==> src/rtl/instr_fetch_unit_if.sv <==
// Fetch-stage bus bundle: instruction-memory request/response, redirect input and
// the decode-side valid/ready output. The fetch unit uses 'master', its environment 'slave'.
interface instr_fetch_unit_if;
  logic        imem_req_valid;
  logic        imem_req_ready;
  logic [31:0] imem_req_addr;
  logic        imem_rsp_valid;
  logic [31:0] imem_rsp_data;
  logic        redirect_valid;
  logic [31:0] redirect_pc;
  logic        if_valid;
  logic        if_ready;
  logic [31:0] if_pc;
  logic [31:0] if_instr;
  logic [6:0]  if_opcode;

  modport master (
    output imem_req_valid, imem_req_addr, if_valid, if_pc, if_instr, if_opcode,
    input  imem_req_ready, imem_rsp_valid, imem_rsp_data, redirect_valid, redirect_pc,
           if_ready
  );

  modport slave (
    input  imem_req_valid, imem_req_addr, if_valid, if_pc, if_instr, if_opcode,
    output imem_req_ready, imem_rsp_valid, imem_rsp_data, redirect_valid, redirect_pc,
           if_ready
  );
endinterface

==> src/rtl/instr_fetch_unit.sv <==
// Instruction fetch stage: in-order word fetch with at most one outstanding request,
// a small instruction queue toward decode, and flush/restart on redirect.
module instr_fetch_unit #(
  parameter logic [31:0] RESET_PC    = 32'h0000_0000,
  parameter int unsigned QUEUE_DEPTH = 2
) (
  input  logic               clk,
  input  logic               rst,
  instr_fetch_unit_if.master bus
);
  localparam int unsigned AW = $clog2(QUEUE_DEPTH);
  localparam int unsigned CW = AW + 1;

  localparam logic [1:0] ST_FETCH = 2'd0;
  localparam logic [1:0] ST_WAIT  = 2'd1;
  localparam logic [1:0] ST_DROP  = 2'd2;

  localparam logic [31:0] NOP_INSTR = 32'h0000_0013;
  localparam logic [31:0] PC_MASK   = 32'hFFFF_FFFC;

  logic [1:0]    state_q, state_d;
  logic [31:0]   fetch_pc_q, fetch_pc_d;
  logic [31:0]   req_pc_q, req_pc_d;
  logic [CW-1:0] count_q, count_d;
  logic [AW-1:0] rd_ptr_q, rd_ptr_d;
  logic [AW-1:0] wr_ptr_q, wr_ptr_d;

  logic [31:0] pc_mem    [QUEUE_DEPTH];
  logic [31:0] instr_mem [QUEUE_DEPTH];

  logic          outstanding;
  logic          head_valid;
  logic          pop;
  logic          push;
  logic          space;
  logic          req_valid;
  logic          accept;
  logic [CW-1:0] count_post_pop;
  logic [CW:0]   occupancy;
  logic [31:0]   head_instr;

  assign outstanding    = (state_q != ST_FETCH);
  assign head_valid     = (count_q != '0);
  assign pop            = head_valid && bus.if_ready;
  assign count_post_pop = count_q - CW'(pop);

  // An outstanding request already owns a queue slot, so it counts against free space.
  assign occupancy = {1'b0, count_post_pop} + (CW+1)'(outstanding);
  assign space     = occupancy < (CW+1)'(QUEUE_DEPTH);

  assign req_valid = !rst && !bus.redirect_valid && space &&
                     ((state_q == ST_FETCH) || ((state_q == ST_WAIT) && bus.imem_rsp_valid));
  assign accept    = req_valid && bus.imem_req_ready;
  assign push      = (state_q == ST_WAIT) && bus.imem_rsp_valid && !bus.redirect_valid;

  always_comb begin
    state_d    = state_q;
    fetch_pc_d = fetch_pc_q;
    req_pc_d   = req_pc_q;
    count_d    = count_q;
    rd_ptr_d   = rd_ptr_q;
    wr_ptr_d   = wr_ptr_q;
    if (bus.redirect_valid) begin
      fetch_pc_d = bus.redirect_pc & PC_MASK;
      count_d    = '0;
      rd_ptr_d   = '0;
      wr_ptr_d   = '0;
      // A request still in flight must have its response swallowed later.
      state_d    = (outstanding && !bus.imem_rsp_valid) ? ST_DROP : ST_FETCH;
    end else begin
      if (accept) begin
        fetch_pc_d = fetch_pc_q + 32'd4;
        req_pc_d   = fetch_pc_q;
        state_d    = ST_WAIT;
      end else if (outstanding && bus.imem_rsp_valid) begin
        state_d = ST_FETCH;
      end
      if (push) begin
        wr_ptr_d = wr_ptr_q + AW'(1);
      end
      if (pop) begin
        rd_ptr_d = rd_ptr_q + AW'(1);
      end
      count_d = count_post_pop + CW'(push);
    end
  end

  always_ff @(posedge clk or posedge rst) begin
    if (rst) begin
      state_q    <= ST_FETCH;
      fetch_pc_q <= RESET_PC & PC_MASK;
      req_pc_q   <= '0;
      count_q    <= '0;
      rd_ptr_q   <= '0;
      wr_ptr_q   <= '0;
    end else begin
      state_q    <= state_d;
      fetch_pc_q <= fetch_pc_d;
      req_pc_q   <= req_pc_d;
      count_q    <= count_d;
      rd_ptr_q   <= rd_ptr_d;
      wr_ptr_q   <= wr_ptr_d;
    end
  end

  generate
    for (genvar gi = 0; gi < QUEUE_DEPTH; gi++) begin : g_entry
      always_ff @(posedge clk) begin
        if (push && (wr_ptr_q == AW'(gi))) begin
          pc_mem[gi]    <= req_pc_q;
          instr_mem[gi] <= bus.imem_rsp_data;
        end
      end
    end
  endgenerate

  always_ff @(posedge clk) begin
    if (!rst) begin
      assert (!(push && (count_post_pop == CW'(QUEUE_DEPTH))));
    end
  end

  // Empty queue presents a NOP at PC 0 so decode never sees stale data.
  assign head_instr        = head_valid ? instr_mem[rd_ptr_q] : NOP_INSTR;
  assign bus.imem_req_valid = req_valid;
  assign bus.imem_req_addr  = fetch_pc_q;
  assign bus.if_valid       = head_valid;
  assign bus.if_pc          = head_valid ? pc_mem[rd_ptr_q] : 32'h0000_0000;
  assign bus.if_instr       = head_instr;
  assign bus.if_opcode      = head_instr[6:0];
endmodule

==> src/flat_wrapper.sv <==
// flat-port wrapper written by rule: the top's interface ports become plain ports
module instr_fetch_unit_flat 
#(
  parameter logic [31:0] RESET_PC    = 32'h0000_0000,
  parameter int unsigned QUEUE_DEPTH = 2
)
  (clk, rst, bus_imem_req_valid, bus_imem_req_addr, bus_if_valid, bus_if_pc, bus_if_instr, bus_if_opcode, bus_imem_req_ready, bus_imem_rsp_valid, bus_imem_rsp_data, bus_redirect_valid, bus_redirect_pc, bus_if_ready);
  instr_fetch_unit_if bus_i ();
  input  logic clk;
  input  logic rst;
  output wire logic [$bits(bus_i.imem_req_valid)-1:0] bus_imem_req_valid;
  output wire logic [$bits(bus_i.imem_req_addr)-1:0] bus_imem_req_addr;
  output wire logic [$bits(bus_i.if_valid)-1:0] bus_if_valid;
  output wire logic [$bits(bus_i.if_pc)-1:0] bus_if_pc;
  output wire logic [$bits(bus_i.if_instr)-1:0] bus_if_instr;
  output wire logic [$bits(bus_i.if_opcode)-1:0] bus_if_opcode;
  input wire logic [$bits(bus_i.imem_req_ready)-1:0] bus_imem_req_ready;
  input wire logic [$bits(bus_i.imem_rsp_valid)-1:0] bus_imem_rsp_valid;
  input wire logic [$bits(bus_i.imem_rsp_data)-1:0] bus_imem_rsp_data;
  input wire logic [$bits(bus_i.redirect_valid)-1:0] bus_redirect_valid;
  input wire logic [$bits(bus_i.redirect_pc)-1:0] bus_redirect_pc;
  input wire logic [$bits(bus_i.if_ready)-1:0] bus_if_ready;
  assign bus_imem_req_valid = bus_i.imem_req_valid;
  assign bus_imem_req_addr = bus_i.imem_req_addr;
  assign bus_if_valid = bus_i.if_valid;
  assign bus_if_pc = bus_i.if_pc;
  assign bus_if_instr = bus_i.if_instr;
  assign bus_if_opcode = bus_i.if_opcode;
  assign bus_i.imem_req_ready = bus_imem_req_ready;
  assign bus_i.imem_rsp_valid = bus_imem_rsp_valid;
  assign bus_i.imem_rsp_data = bus_imem_rsp_data;
  assign bus_i.redirect_valid = bus_redirect_valid;
  assign bus_i.redirect_pc = bus_redirect_pc;
  assign bus_i.if_ready = bus_if_ready;
  instr_fetch_unit #(.RESET_PC(RESET_PC), .QUEUE_DEPTH(QUEUE_DEPTH)) u_core (.clk(clk), .rst(rst), .bus(bus_i));
endmodule
==> config.mk <==
export PLATFORM = sky130hd
export DESIGN_NAME = instr_fetch_unit_flat
export DESIGN_NICKNAME = d
export VERILOG_FILES = /design/src/rtl/instr_fetch_unit_if.sv /design/src/rtl/instr_fetch_unit.sv /design/src/flat_wrapper.sv
export SDC_FILE = /design/constraint.sdc
export NUM_CORES = 1
export LEC_CHECK = 0
export ABC_AREA = 1
export CAP_MARGIN = 20
export CORE_UTILIZATION = 50
export CTS_BUF_LIST = sky130_fd_sc_hd__clkbuf_8
export DETAILED_ROUTE_END_ITERATION = 6
export PLACE_DENSITY = 0.74
export SYNTH_ARGS = -nofsm -noshare
export SYNTH_HDL_FRONTEND = slang
export SYNTH_SLANG_ARGS = --single-unit
export TNS_END_PERCENT = 50
==> constraint.sdc <==
create_clock -name clk -period 5.5 [get_ports clk]
set_input_delay 1.1 -clock clk [delete_from_list [all_inputs] [get_ports clk]]
set_output_delay 1.1 -clock clk [all_outputs]
set_load 0.005 [all_outputs]
==> key figures, run 1 <==
Outcome
  – Outcome: finished, final reports clean

Power
  – Seq pwr share: 46.9%
  – Switching Fraction: 32.91%
  – Clock share of power: between 10% and 20%
  – Internal: 2.757 mW
  – Comb power frac: between 30% and 40%
  – Cell Pwr Density: 391.0 mW/mm^2
  – LEAKAGE: 4.175 nW
  – P_sw: approximately 1.4 mW
  – Worst vdd ir: 0.1710 mV

Setup path
  – Critical path type: input port to output pin
  – CP endpoint kind: output pin
  – CP max stage delay: 0.49 ns
  – Most used cell, CP: inv_1
  – Type of origin of the critical path: input port
  – WP data required: 4.40 ns
  – R2R setup slack: roughly 2.7 ns
  – CP arrival: 3.01 ns
  – CP Cell Sequence: clkdlybuf4s50_1 -> inv_1 -> nor2_1 -> ha_1 -> inv_1 -> nand2_1 -> nand2_1 -> nor2_4 -> nand2_2 -> inv_1 -> clkdlybuf4s50_1
  – Critical path fanouts, max: 3
  – Slowest CP cell: clkdlybuf4s50_1

Global route
  – Congestion Overflow GR: 0
  – Initial antenna violation count: 0
  – Largest net degree at the start of global routing: 67
  – First-pass GRT wire length: 30020 um
  – Total GRT Usage: 22.26%
  – Vias in the first global route: 5954

Cells and area
  – Multi-input gate area: 0.002581 sq mm
  – Layout cells sized above 1: 6.816%
  – Commonest non-fill, non-tap cell in the layout: nand2_1
  – Layout area overhead: 25.68%
  – Antenna diodes: 0
  – Nets: 1087
  – FF+latch area: between 0.005 and 0.006 sq mm
  – Most frequent cells in the layout: nand2_1 (335), clkdlybuf4s50_1 (168), edfxtp_1 (124)
  – # fillers: 1282

Run
  – Max Cap Viol: 0

Detailed routing
  – DRT Pass-1 Iters: 5
  – Vias: 6256
  – 1st-iter DRT viols: 396
  – # DRC: 0
  – Routed vias/inst: 5.033
  – Detailed Route WL: 18340 um
  – ANT nets after route: 0
  – WL/cell: 14.75 um

Clocking
  – CTS tree: done
  – Post-CTS Setup Bufs: 0
  – CTS Sinks: 190
  – Hold_buf cts: 0
  – Longest Clk Path Bufs: 2
  – Clock buffer count from CTS: 17
  – H-tree levels: 4
  – Reg clk slew, reported paths: 0.09 ns
  – Resized Gates After CTS: 0
  – Worst-skew pair later-pin latency: 0.46 ns
  – Root buf cell: clkbuf_8

Synthesis
  – Mapped Area: 0.008364 sq mm
  – Syn Area/Cell: 9.715 sq um
  – Syn Inst Count: 861
  – Synth warn: 0
  – Seq/Total Area, Yosys: 64.26%
  – Synthesis-stage register bit count: 190
  – Netlist cell types: 33

Timing
  – Final Hold Vio Count: 0
  – Period utilization: 74.68%
  – Hold WS: roughly 0.48 ns
  – Fmax achieved: 243.5 MHz
  – Final min period: 4.107 ns
  – Clock Skew: between 0.01 and 0.015 ns
  – RSZ-0062 raised after global routing: false
  – Final Setup Violations: 0
  – Slew HR: a little under two fifths
  – Final Slew Violations: 0
  – TNS Setup: 0 ns
  – Worst-margin pin slew: between 0.9 and 1 ns

Floorplan
  – Ports: between 150 and 200
  – Core ar.: 0.01612 sq mm
  – Initial Utilization: 51.90%
  – Die W: 131.3 um
  – Die H: 131.3 um
  – Standard-cell row count: 46
  – Die Area: 0.01725 sq mm

Place
  – RePlAce Congestion: 0.9154
  – Buffers added on ports: 168
  – DPL Wire Length: 12190 um

Worst hold path
  – Worst hold path class: flop to flop
## kinds of logic (layout without fill, tap and decap cells)
family / after synthesis / count (layout) / synth area share, %
AO/OA/AOI/OAI: 105 / 105 / 6.462
buffers and inverters: 94 / 257 / 5.280
AND/OR/NAND/NOR: 458 / 458 / 22.45
flip-flops: 190 / 190 / 64.26
XOR/XNOR: 10 / 10 / 1.047
adder cells (fa/ha/maj): 3 / 3 / 0.4488
other: 1 / 4 / 0.04483
## synth_stat cells, drive strengths merged
library cell  count  area share [%]
nand2           341              15
edfxtp          124              45
a21oi            66             3.9
dfrtp            66              20
nor2             63             3.5
nand3            49             3.1
inv              48             2.2
o21ai            34             2.1
buf              25             2.2
clkbuf           21            0.94
xor2              7            0.73
ha                3            0.45
xnor2             3            0.31
nand4             2            0.15
or2               2            0.15
a22oi             1           0.090
a31oi             1           0.075
conb              1           0.045
nor3              1           0.060
o211ai            1           0.090
o21bai            1           0.090
o31ai             1           0.090
## worst max-delay path, delay by kind of cell
kind          cells  cell delay, ns
simple gates      5            0.61
fa+ha+maj         1            0.21
buf+inv           5            1.10
## cell type report
cell class | instances | share of cell area, %
clock buffer | 18 | 2.357
multi-input combinational | 580 | 24.55
inverter | 48 | 1.714
tap | 216 | 2.571
clock inverter | 14 | 0.9045
timing repair buffer | 177 | 16.76
sequential | 190 | 51.14
## power groups by stage
stage	combinational [mW]	clock [mW]	sequential, mW
6_report	1.38	0.804	1.93
5_1_grt	1.53	0.873	1.95
4_1_cts	1.39	0.820	1.93
3_5_place_dp	1.38	0	1.96
3_3_place_gp	1.36	0	1.95
2_1_floorplan	0.694	0	1.90
## metrics by stage
stage | cells | cell area [sq um] | utilization (%) | worst slack [ns] | power, mW
final | 1243 | 10510 | 65.23 | 1.393 | 4.110
after global routing | 1243 | 10510 | 65.23 | 1.224 | 4.360
after CTS | 1242 | 10490 | 65.11 | 1.384 | 4.131
after detailed placement | 1210 | 10150 | 62.98 | 1.390 | 3.336
after global placement | 1210 | 10150 | 62.98 | 1.364 | 3.308
after floorplan | 864 | 8376 | - | 0.9292 | 2.590
## worst paths after layout
check | startpoint | end | cells after the start
worst max-delay path | bus_if_ready | bus_imem_req_valid | 11
worst min-delay path | u_core.req_pc_q[9] | u_core.pc_mem[0][9] | 0
worst max register to register | u_core.count_q[1] | u_core.bus.imem_req_addr[27] | 10
worst min register to register | u_core.req_pc_q[9] | u_core.pc_mem[0][9] | 0
max in group asynchronous | rst | u_core.rd_ptr_q | 3
min in group asynchronous | rst | u_core.bus.imem_req_addr[2] | 3
## flip-flops by register name, summed over array words and instances, names as in the netlist
| register | flops |
|---|---|
| u_core.rd_ptr_q | 1 |
| u_core.pc_mem | 60 |
| u_core.state_q | 2 |
| u_core.wr_ptr_q | 1 |
| u_core.bus.imem_req_addr | 30 |
| u_core.req_pc_q | 30 |
| u_core.instr_mem | 64 |
| u_core.count_q | 2 |
## routing by layer
layer	part of all wire, %	up-vias	track usage [%]
met3	6.0	29	3.819
li1	-	3122	-
met2	46	212	35.73
met5	0	-	0
met1	46	2893	30.30
met4	2.5	0	8.721
(Power assumes the default switching activity.)
==> run 2: changes to the inputs <==
CORE_UTILIZATION = 48   (was 50)
PLACE_DENSITY = 0.75   (was 0.74)
clock period = 3.71 ns   (was 5.5 ns; I/O delays follow)
==> run 2 against run 1 <==
Compared with the run above: design area is 1.5% higher; core utilization down 1.8 points; non-clock buffer count did not move; power is 57% higher; global-route usage fell by 0.58 points; worst hold slack got worse by 0.0058 ns; critical path type unchanged; critical endpoint unchanged.
==> key figures, run 2 (same netlist as run 1, synthesis figures left out) <==
Outcome
  – Outcome: finished, final reports clean

Detailed routing
  – # DRC: 0 (unchanged)
  – WL/cell: 14.76 um (about the same)
  – DRT Pass-1 Iters: 5 (unchanged)
  – Vias: 6278 (+0.35%)
  – ANT nets after route: 0 (unchanged)
  – Routed vias/inst: 5.034 (about the same)
  – Detailed Route WL: 18400 um (+0.35%)
  – 1st-iter DRT viols: 340 (-14%)

Setup path
  – Crit path max-delay family: buffers and inverters
  – CP arrival: 2.62 ns (-0.39 ns)
  – CP Cell Sequence: clkdlybuf4s50_1 -> inv_1 -> nor2_1 -> ha_1 -> inv_1 -> nand2_1 -> nand2_1 -> nor2_4 -> nand2_2 -> inv_1 -> clkdlybuf4s50_1
  – Most used cell, CP: inv_1
  – Slowest CP cell: clkdlybuf4s50_1
  – WP data required: 2.97 ns (-1.43 ns)
  – Critical path fanouts, max: 3 (unchanged)
  – CP max stage delay: 0.49 ns (about the same)
  – Type of origin of the critical path: input port
  – CP endpoint kind: output pin
  – Critical path buffers and inverters: 5 (unchanged)
  – Critical path type: input port to output pin

Cells and area
  – Layout area overhead: 27.51%
  – Multi-input gate area: 0.002581 sq mm (unchanged)
  – Final Util: 63.41% (-1.8 points)
  – FF+latch area: 0.005376 sq mm (unchanged)
  – Biggest regs: u_core.instr_mem (64), u_core.pc_mem (60)
  – Most frequent cells in the layout: nand2_1 (335), clkdlybuf4s50_1 (168), edfxtp_1 (124)
  – Max FFs per register: 64 (unchanged)
  – Fin area: 0.01067 sq mm (+1.5%)
  – Nets: 1087 (unchanged)
  – Largest register by flop count: u_core.instr_mem
  – Antenna diodes: 0 (unchanged)
  – Layout cells sized above 1: 6.913% (+0.097 points)
  – # fillers: 1401 (+9.3%)
  – Commonest non-fill, non-tap cell in the layout: nand2_1

Clocking
  – Root buf cell: clkbuf_8
  – Worst-skew pair later-pin latency: 0.46 ns (about the same)
  – H-tree levels: 4 (unchanged)
  – Clock buffer count from CTS: 17 (unchanged)
  – Resized Gates After CTS: 0 (unchanged)
  – CTS tree: done
  – Longest Clk Path Bufs: 2 (unchanged)
  – Post-CTS Setup Bufs: 0 (unchanged)
  – CTS Sinks: 190 (unchanged)
  – Reg clk slew, reported paths: 0.09 ns (about the same)
  – Hold_buf cts: 0 (unchanged)

Global route
  – Congestion Overflow GR: 0 (unchanged)
  – Largest net degree at the start of global routing: 67 (unchanged)
  – Total GRT Usage: 21.68% (-0.58 points)
  – Vias in the first global route: 5794 (-2.7%)
  – First-pass GRT wire length: 29660 um (-1.2%)
  – Initial antenna violation count: 0 (unchanged)

Timing
  – TNS Setup: 0 ns (unchanged)
  – Final min period: 3.363 ns
  – Period utilization: 90.64%
  – RSZ-0062 raised after global routing: false
  – Clock Skew: 0.01244 ns (+0.0005109 ns)
  – Fmax achieved: 297.4 MHz
  – Worst-margin pin slew: 0.8409 ns (-0.08228 ns)
  – Slew HR: 43.94% (+5.6 points)
  – Final Hold Vio Count: 0 (unchanged)
  – Final Slew Violations: 0 (unchanged)
  – Hold WS: 0.4708 ns (-0.005848 ns)
  – Final Setup Violations: 0 (unchanged)

Worst hold path
  – Worst hold path class: flop to flop

Floorplan
  – Standard-cell row count: 47 (+2.2%)
  – Initial Utilization: 49.73% (-2.2 points)
  – Die W: 134.0 um (+2.0%)
  – Die Area: 0.01796 sq mm (+4.1%)
  – Die H: 134.0 um (+2.0%)
  – Core ar.: 0.01682 sq mm (+4.4%)
  – Ports: 175 (unchanged)

Power
  – Worst vdd ir: 0.3746 mV (+120%)
  – LEAKAGE: 4.222 nW (+1.1%)
  – Internal: 4.425 mW (+60%)
  – Switching Fraction: 31.27% (-1.6 points)
  – Clock share of power: 23.9% (+4.3 points)
  – Seq pwr share: 44.2% (-2.7 points)
  – P_sw: 2.013 mW (+49%)
  – Cell Pwr Density: 603.6 mW/mm^2 (+54%)
  – Comb power frac: 31.9% (-1.6 points)

Place
  – Cell Area, Placed: 0.01020 sq mm (+0.49%)
  – RePlAce Congestion: 0.8799 (-3.9%)
  – DPL Wire Length: 11990 um (-1.6%)
  – Buffers added on ports: 168 (unchanged)

Run
  – Max Cap Viol: 0 (unchanged)
run 2: changes by cell type in the layout (fill, tap and decap cells not counted), sizes merged:
| cell | before | now |
|---|---|---|
| clkinv | 7 | 4 |
| clkbuf | 18 | 17 |
| bufinv | 0 | 5 |
| inv | 54 | 53 |
run 2: cell type report:
| type | count | share of cell area, % |
|---|---|---|
| repair buffers | 177 | 16.75 |
| inverters | 48 | 1.689 |
| clock buffers | 17 | 2.194 |
| clock inverters | 15 | 2.170 |
| well taps | 220 | 2.581 |
| multi-input cells | 580 | 24.20 |
| flip-flops and latches | 190 | 50.41 |
run 2: path summary, 6_finish.rpt:
| check | startpoint | to | slack (ns) | cells past startpoint |
|---|---|---|---|---|
| hold reg to reg | u_core.req_pc_q[25] | u_core.pc_mem[0][25] | 0.47 | 0 |
| setup reg to reg | u_core.count_q[1] | u_core.bus.imem_req_addr[23] | 1.63 | 10 |
| min in group asynchronous | rst | u_core.bus.imem_req_addr[6] | 0.83 | 3 |
| setup / recovery | bus_if_ready | bus_imem_req_valid | 0.35 | 11 |
| max in group asynchronous | rst | u_core.rd_ptr_q | 2.27 | 3 |
| hold / removal | u_core.req_pc_q[25] | u_core.pc_mem[0][25] | 0.47 | 0 |
run 2: metal layers:
layer  track usage [%]  wire length, um  up-vias
met3             4.875             1352       27
met4             9.217              427        0
met1             29.67             8062     2900
met2             33.42             8561      222
li1                  -                -     3129
met5                 0                0        -
run 2: through the flow:
stage                     instances  power [mW]  setup WS, ns
after floorplan                 864       3.839       -0.5028
after global placement         1215       4.919        0.3666
after detailed placement       1215       4.966        0.3266
after CTS                      1247       6.501        0.3243
after global routing           1247       6.832        0.1064
final                          1247       6.438        0.3473
run 2: worst reg2reg max path, delay by kind of cell (launching register included):
kind | cells | cell delay (ns)
compound gates | 1 | 0.17
fa+ha+maj | 1 | 0.29
buf+inv | 1 | 0.45
flops | 1 | 0.42
simple gates | 7 | 0.67
run 2: power by group through the flow:
stage | combinational (mW) | clock [mW] | sequential [mW]
floorplan | 1.03 | 0 | 2.81
global placement | 2.04 | 0 | 2.88
detailed placement | 2.08 | 0 | 2.89
CTS | 2.09 | 1.57 | 2.84
global route | 2.30 | 1.65 | 2.88
finish | 2.05 | 1.54 | 2.85
==> run 3: changes to the inputs <==
--- a/config.mk
+++ b/config.mk
@@ -7,5 +7,6 @@
 export LEC_CHECK = 0
-export ABC_AREA = 1
 export CAP_MARGIN = 20
-export CORE_UTILIZATION = 48
+export CELL_PAD_IN_SITES_DETAIL_PLACEMENT = 1
+export CELL_PAD_IN_SITES_GLOBAL_PLACEMENT = 1
+export CORE_UTILIZATION = 38
 export CTS_BUF_LIST = sky130_fd_sc_hd__clkbuf_8
==> constraint.sdc (replaced) <==
create_clock -name clk -period 3.71 [get_ports clk]
set_input_delay 0.5565 -clock clk [delete_from_list [all_inputs] [get_ports clk]]
set_output_delay 0.5565 -clock clk [all_outputs]
set_load 0.005 [all_outputs]
==> run 3 against run 2 <==
Compared with the run above: clock skew is essentially flat; largest power group unchanged; routed wire length up 5.9%; area after synthesis is 4.4% lower.
==> key figures, run 3 <==
Setup path
  – Reg-to-reg startpoint: u_core.count_q[1]
  – R2R setup slack: 0.76 ns (-0.87 ns)
  – WP data required: 3.15 ns (+0.18 ns)
  – R2r worst-path depth: 9 (-1)
  – CP endpoint kind: output pin
  – Crit path max-delay family: buffers and inverters
  – Type of origin of the critical path: flop
  – Critical path type: flop to output pin
  – Slowest CP cell: a21boi_0
  – Critical path depth: 7 (-4)
  – Crit path launch: u_core.count_q[1]
  – Reg2reg end: u_core.bus.imem_req_addr[19]
  – CP Cell Sequence: nor2_4 -> inv_1 -> and2_1 -> ha_1 -> a21boi_0 -> nor3_1 -> clkdlybuf4s50_1
  – CP arrival: 2.77 ns (+0.15 ns)
  – Worst setup path endpoint: bus_imem_req_valid
  – Critical path buffers and inverters: 2 (-3)
  – CP max stage delay: 0.49 ns (about the same)
  – Critical path fanouts, max: 5 (+2)

Power
  – Internal: 4.367 mW (-1.3%)
  – Worst vdd ir: 0.2808 mV (-25%)
  – Switching Fraction: 31.71% (+0.44 points)
  – Clock share of power: 21.3% (-2.6 points)
  – LEAKAGE: 3.738 nW (-11%)
  – Cell Pwr Density: 621.5 mW/mm^2 (+3.0%)
  – P_sw: 2.028 mW (+0.73%)
  – Seq pwr share: 45.3% (+1.1 points)
  – Comb power frac: 33.4% (+1.5 points)

Place
  – RePlAce Congestion: 0.8635 (-1.9%)
  – DPL Wire Length: 12990 um (+8.3%)
  – Worst slack, placed: 0.4980 ns (+0.1713 ns)
  – Dpl cells: 1040 (-14%)
  – Buffers added on ports: 168 (unchanged)

Cells and area
  – Nets: 862 (-21%)
  – Max FFs per register: 64 (unchanged)
  – Final Util: 50.37% (-13 points)
  – Biggest regs: u_core.instr_mem (64), u_core.pc_mem (60)
  – Most frequent cells in the layout: clkdlybuf4s50_1 (167), edfxtp_1 (124), nand2_1 (111)
  – Commonest non-fill, non-tap cell in the layout: clkdlybuf4s50_1
  – Layout area overhead: 28.68%
  – Antenna diodes: 0 (unchanged)
  – Layout cells sized above 1: 7.357% (+0.44 points)
  – Largest register by flop count: u_core.instr_mem
  – # fillers: 2129 (+52%)
  – Non-filler cells, final: 1072 (-14%)

Synthesis
  – Synth warn: 0 (unchanged)
  – Synth area leaders: edfxtp_1 (47%), dfrtp_1 (21%), mux2i_1 (8.1%), nand2_1 (5.2%), nor2_1 (3.5%)
  – Synth cell count leaders: edfxtp_1 (124), nand2_1 (111), nor2_1 (74)
  – Post-synth ARST share: 34.74% (unchanged)
  – Most frequent cell after synthesis: edfxtp_1
  – Ys flop type: edfxtp_1
  – Post-synth EDFFs: 124 (unchanged)
  – Synthesis-stage register bit count: 190 (unchanged)
  – Syn Inst Count: 634 (-26%)
  – Syn Area/Cell: 12.61 sq um (+30%)
  – Mapped Area: 0.007996 sq mm (-4.4%)
  – Netlist cell types: 53 (+61%)
  – Yosys top cell by area: edfxtp_1
  – Top-area cell type share of the netlist area: 46.57% (+2.0 points)
  – Seq/Total Area, Yosys: 67.22% (+3.0 points)

Detailed routing
  – Vias: 5441 (-13%)
  – Detailed Route WL: 19480 um (+5.9%)
  – 1st-iter DRT viols: 261 (-23%)
  – ANT nets after route: 0 (unchanged)
  – WL/cell: 18.18 um (+23%)
  – Routed vias/inst: 5.076 (+0.82%)
  – DRT Pass-1 Iters: 4 (-1)
  – # DRC: 0 (unchanged)

Timing
  – Worst-margin pin slew: 0.9343 ns (+0.09343 ns)
  – Period utilization: 89.55% (-1.1 points)
  – Final Hold Vio Count: 0 (unchanged)
  – Hold WS: 0.4322 ns (-0.03856 ns)
  – Final Slew Violations: 0 (unchanged)
  – Clock Skew: 0.01284 ns (+0.0004034 ns)
  – Final min period: 3.322 ns (-0.04041 ns)
  – Slew HR: 37.71% (-6.2 points)
  – Final Setup Violations: 0 (unchanged)
  – RSZ-0062 raised after global routing: false
  – TNS Setup: 0 ns (unchanged)
  – Fmax achieved: 301.0 MHz (+1.2%)
  – Setup ws final: 0.3877 ns (+0.04041 ns)

Global route
  – Congestion Overflow GR: 0 (unchanged)
  – First-pass GRT wire length: 31640 um (+6.7%)
  – Vias in the first global route: 5939 (+2.5%)
  – Largest net degree at the start of global routing: 63 (-6.0%)
  – Initial antenna violation count: 0 (unchanged)
  – Total GRT Usage: 18.96% (-2.7 points)

Floorplan
  – Ports: 175 (unchanged)
  – Die H: 147.1 um (+9.7%)
  – Standard-cell row count: 52 (+11%)
  – Die Area: 0.02163 sq mm (+20%)
  – Die W: 147.1 um (+9.7%)
  – Core ar.: 0.02043 sq mm (+21%)
  – Initial Utilization: 39.14% (-11 points)

Clocking
  – Longest Clk Path Bufs: 2 (unchanged)
  – Worst-skew pair later-pin latency: 0.46 ns (about the same)
  – Resized Gates After CTS: 0 (unchanged)
  – Root buf cell: clkbuf_8
  – CTS tree: done
  – Clock buffer count from CTS: 17 (unchanged)
  – Reg clk slew, reported paths: 0.10 ns (about the same)
  – H-tree levels: 4 (unchanged)
  – CTS Sinks: 190 (unchanged)
  – Post-CTS Setup Bufs: 0 (unchanged)
  – Hold_buf cts: 0 (unchanged)

Worst hold path
  – Worst hold path class: input port to async pin

Run
  – Max Cap Viol: 0 (unchanged)

Outcome
  – Outcome: finished, final reports clean
[run 3: changes by cell type in the layout (fill, tap and decap cells not counted), moves of 5 or more]
cell / delta
a21oi_1: -58
inv_1: -34
mux2i_1: +65
nand2_1: -224
nand2_2: -5
nand3_1: -33
nand4_1: +13
nor2_1: +25
nor2_2: -7
o21ai_0: -23
o21ai_1: +16
[run 3: how the worst min path moves through the flow]
stage                                    from                     endpoint  slack, ns  cells after the start
after CTS                                 rst            u_core.state_q[1]       0.41                      2
final                                     rst  u_core.bus.imem_req_addr[5]       0.43                      2
after global placement    u_core.req_pc_q[10]         u_core.pc_mem[0][10]       0.45                      0
after floorplan           u_core.req_pc_q[10]         u_core.pc_mem[0][10]       0.44                      0
after global routing                      rst  u_core.bus.imem_req_addr[5]       0.45                      2
after detailed placement  u_core.req_pc_q[17]         u_core.pc_mem[1][17]       0.46                      0
[run 3: kinds of logic after synthesis]
kind of cell    share of synthesized area [%]
buf+inv                                 3.520
fa+ha+maj                              0.4695
mux                                     8.418
xor+xnor                                1.424
compound gates                          4.757
simple gates                            14.14
other cells                           0.04690
flops                                   67.22
[run 3: metrics by stage]
step	power [mW]	cell area [sq um]
floorplan	3.907	8023
global placement	5.021	9898
detailed placement	5.119	9898
CTS	6.487	10290
global route	6.771	10290
finish	6.395	10290
[run 3: worst reg2reg max path, stage by stage, from the launching register on]
cell and delay [ns]:
dfrtp_1 0.42, nor2_4 0.14, inv_1 0.10, and2_1 0.24
ha_1 0.32, a21boi_0 0.49, or3_4 0.67, a21oi_1 0.12
o21ai_0 0.20, o211ai_1 0.12
[run 3: final cells by class]
cell class                      count  area (sq um)  share of cell area, %
Timing Repair Buffer              176          1762                  17.12
Tap cell                          270         337.8                  3.283
Clock buffer                       17         234.0                  2.274
Inverter                           10         37.54                 0.3648
Sequential cell                   190          5379                  52.27
Clock inverter                     15         157.7                  1.532
Multi-Input combinational cell    394          2382                  23.15
[run 3: routing by layer]
layer | vias to the layer above | part of all wire (%) | GRT usage [%]
met4 | 0 | 1.9 | 7.423
met5 | - | 0 | 0
met2 | 165 | 50 | 31.25
met3 | 27 | 4.9 | 4.037
met1 | 2700 | 43 | 24.44
li1 | 2549 | - | -
[run 3: power groups by stage]
| stage | clock network, mW | logic [mW] | registers, mW |
|---|---|---|---|
| 4_1_cts | 1.40 | 2.18 | 2.90 |
| 3_3_place_gp | 0 | 2.11 | 2.91 |
| 3_5_place_dp | 0 | 2.17 | 2.95 |
| 2_1_floorplan | 0 | 1.13 | 2.78 |
| 6_report | 1.36 | 2.14 | 2.89 |
| 5_1_grt | 1.48 | 2.35 | 2.94 |
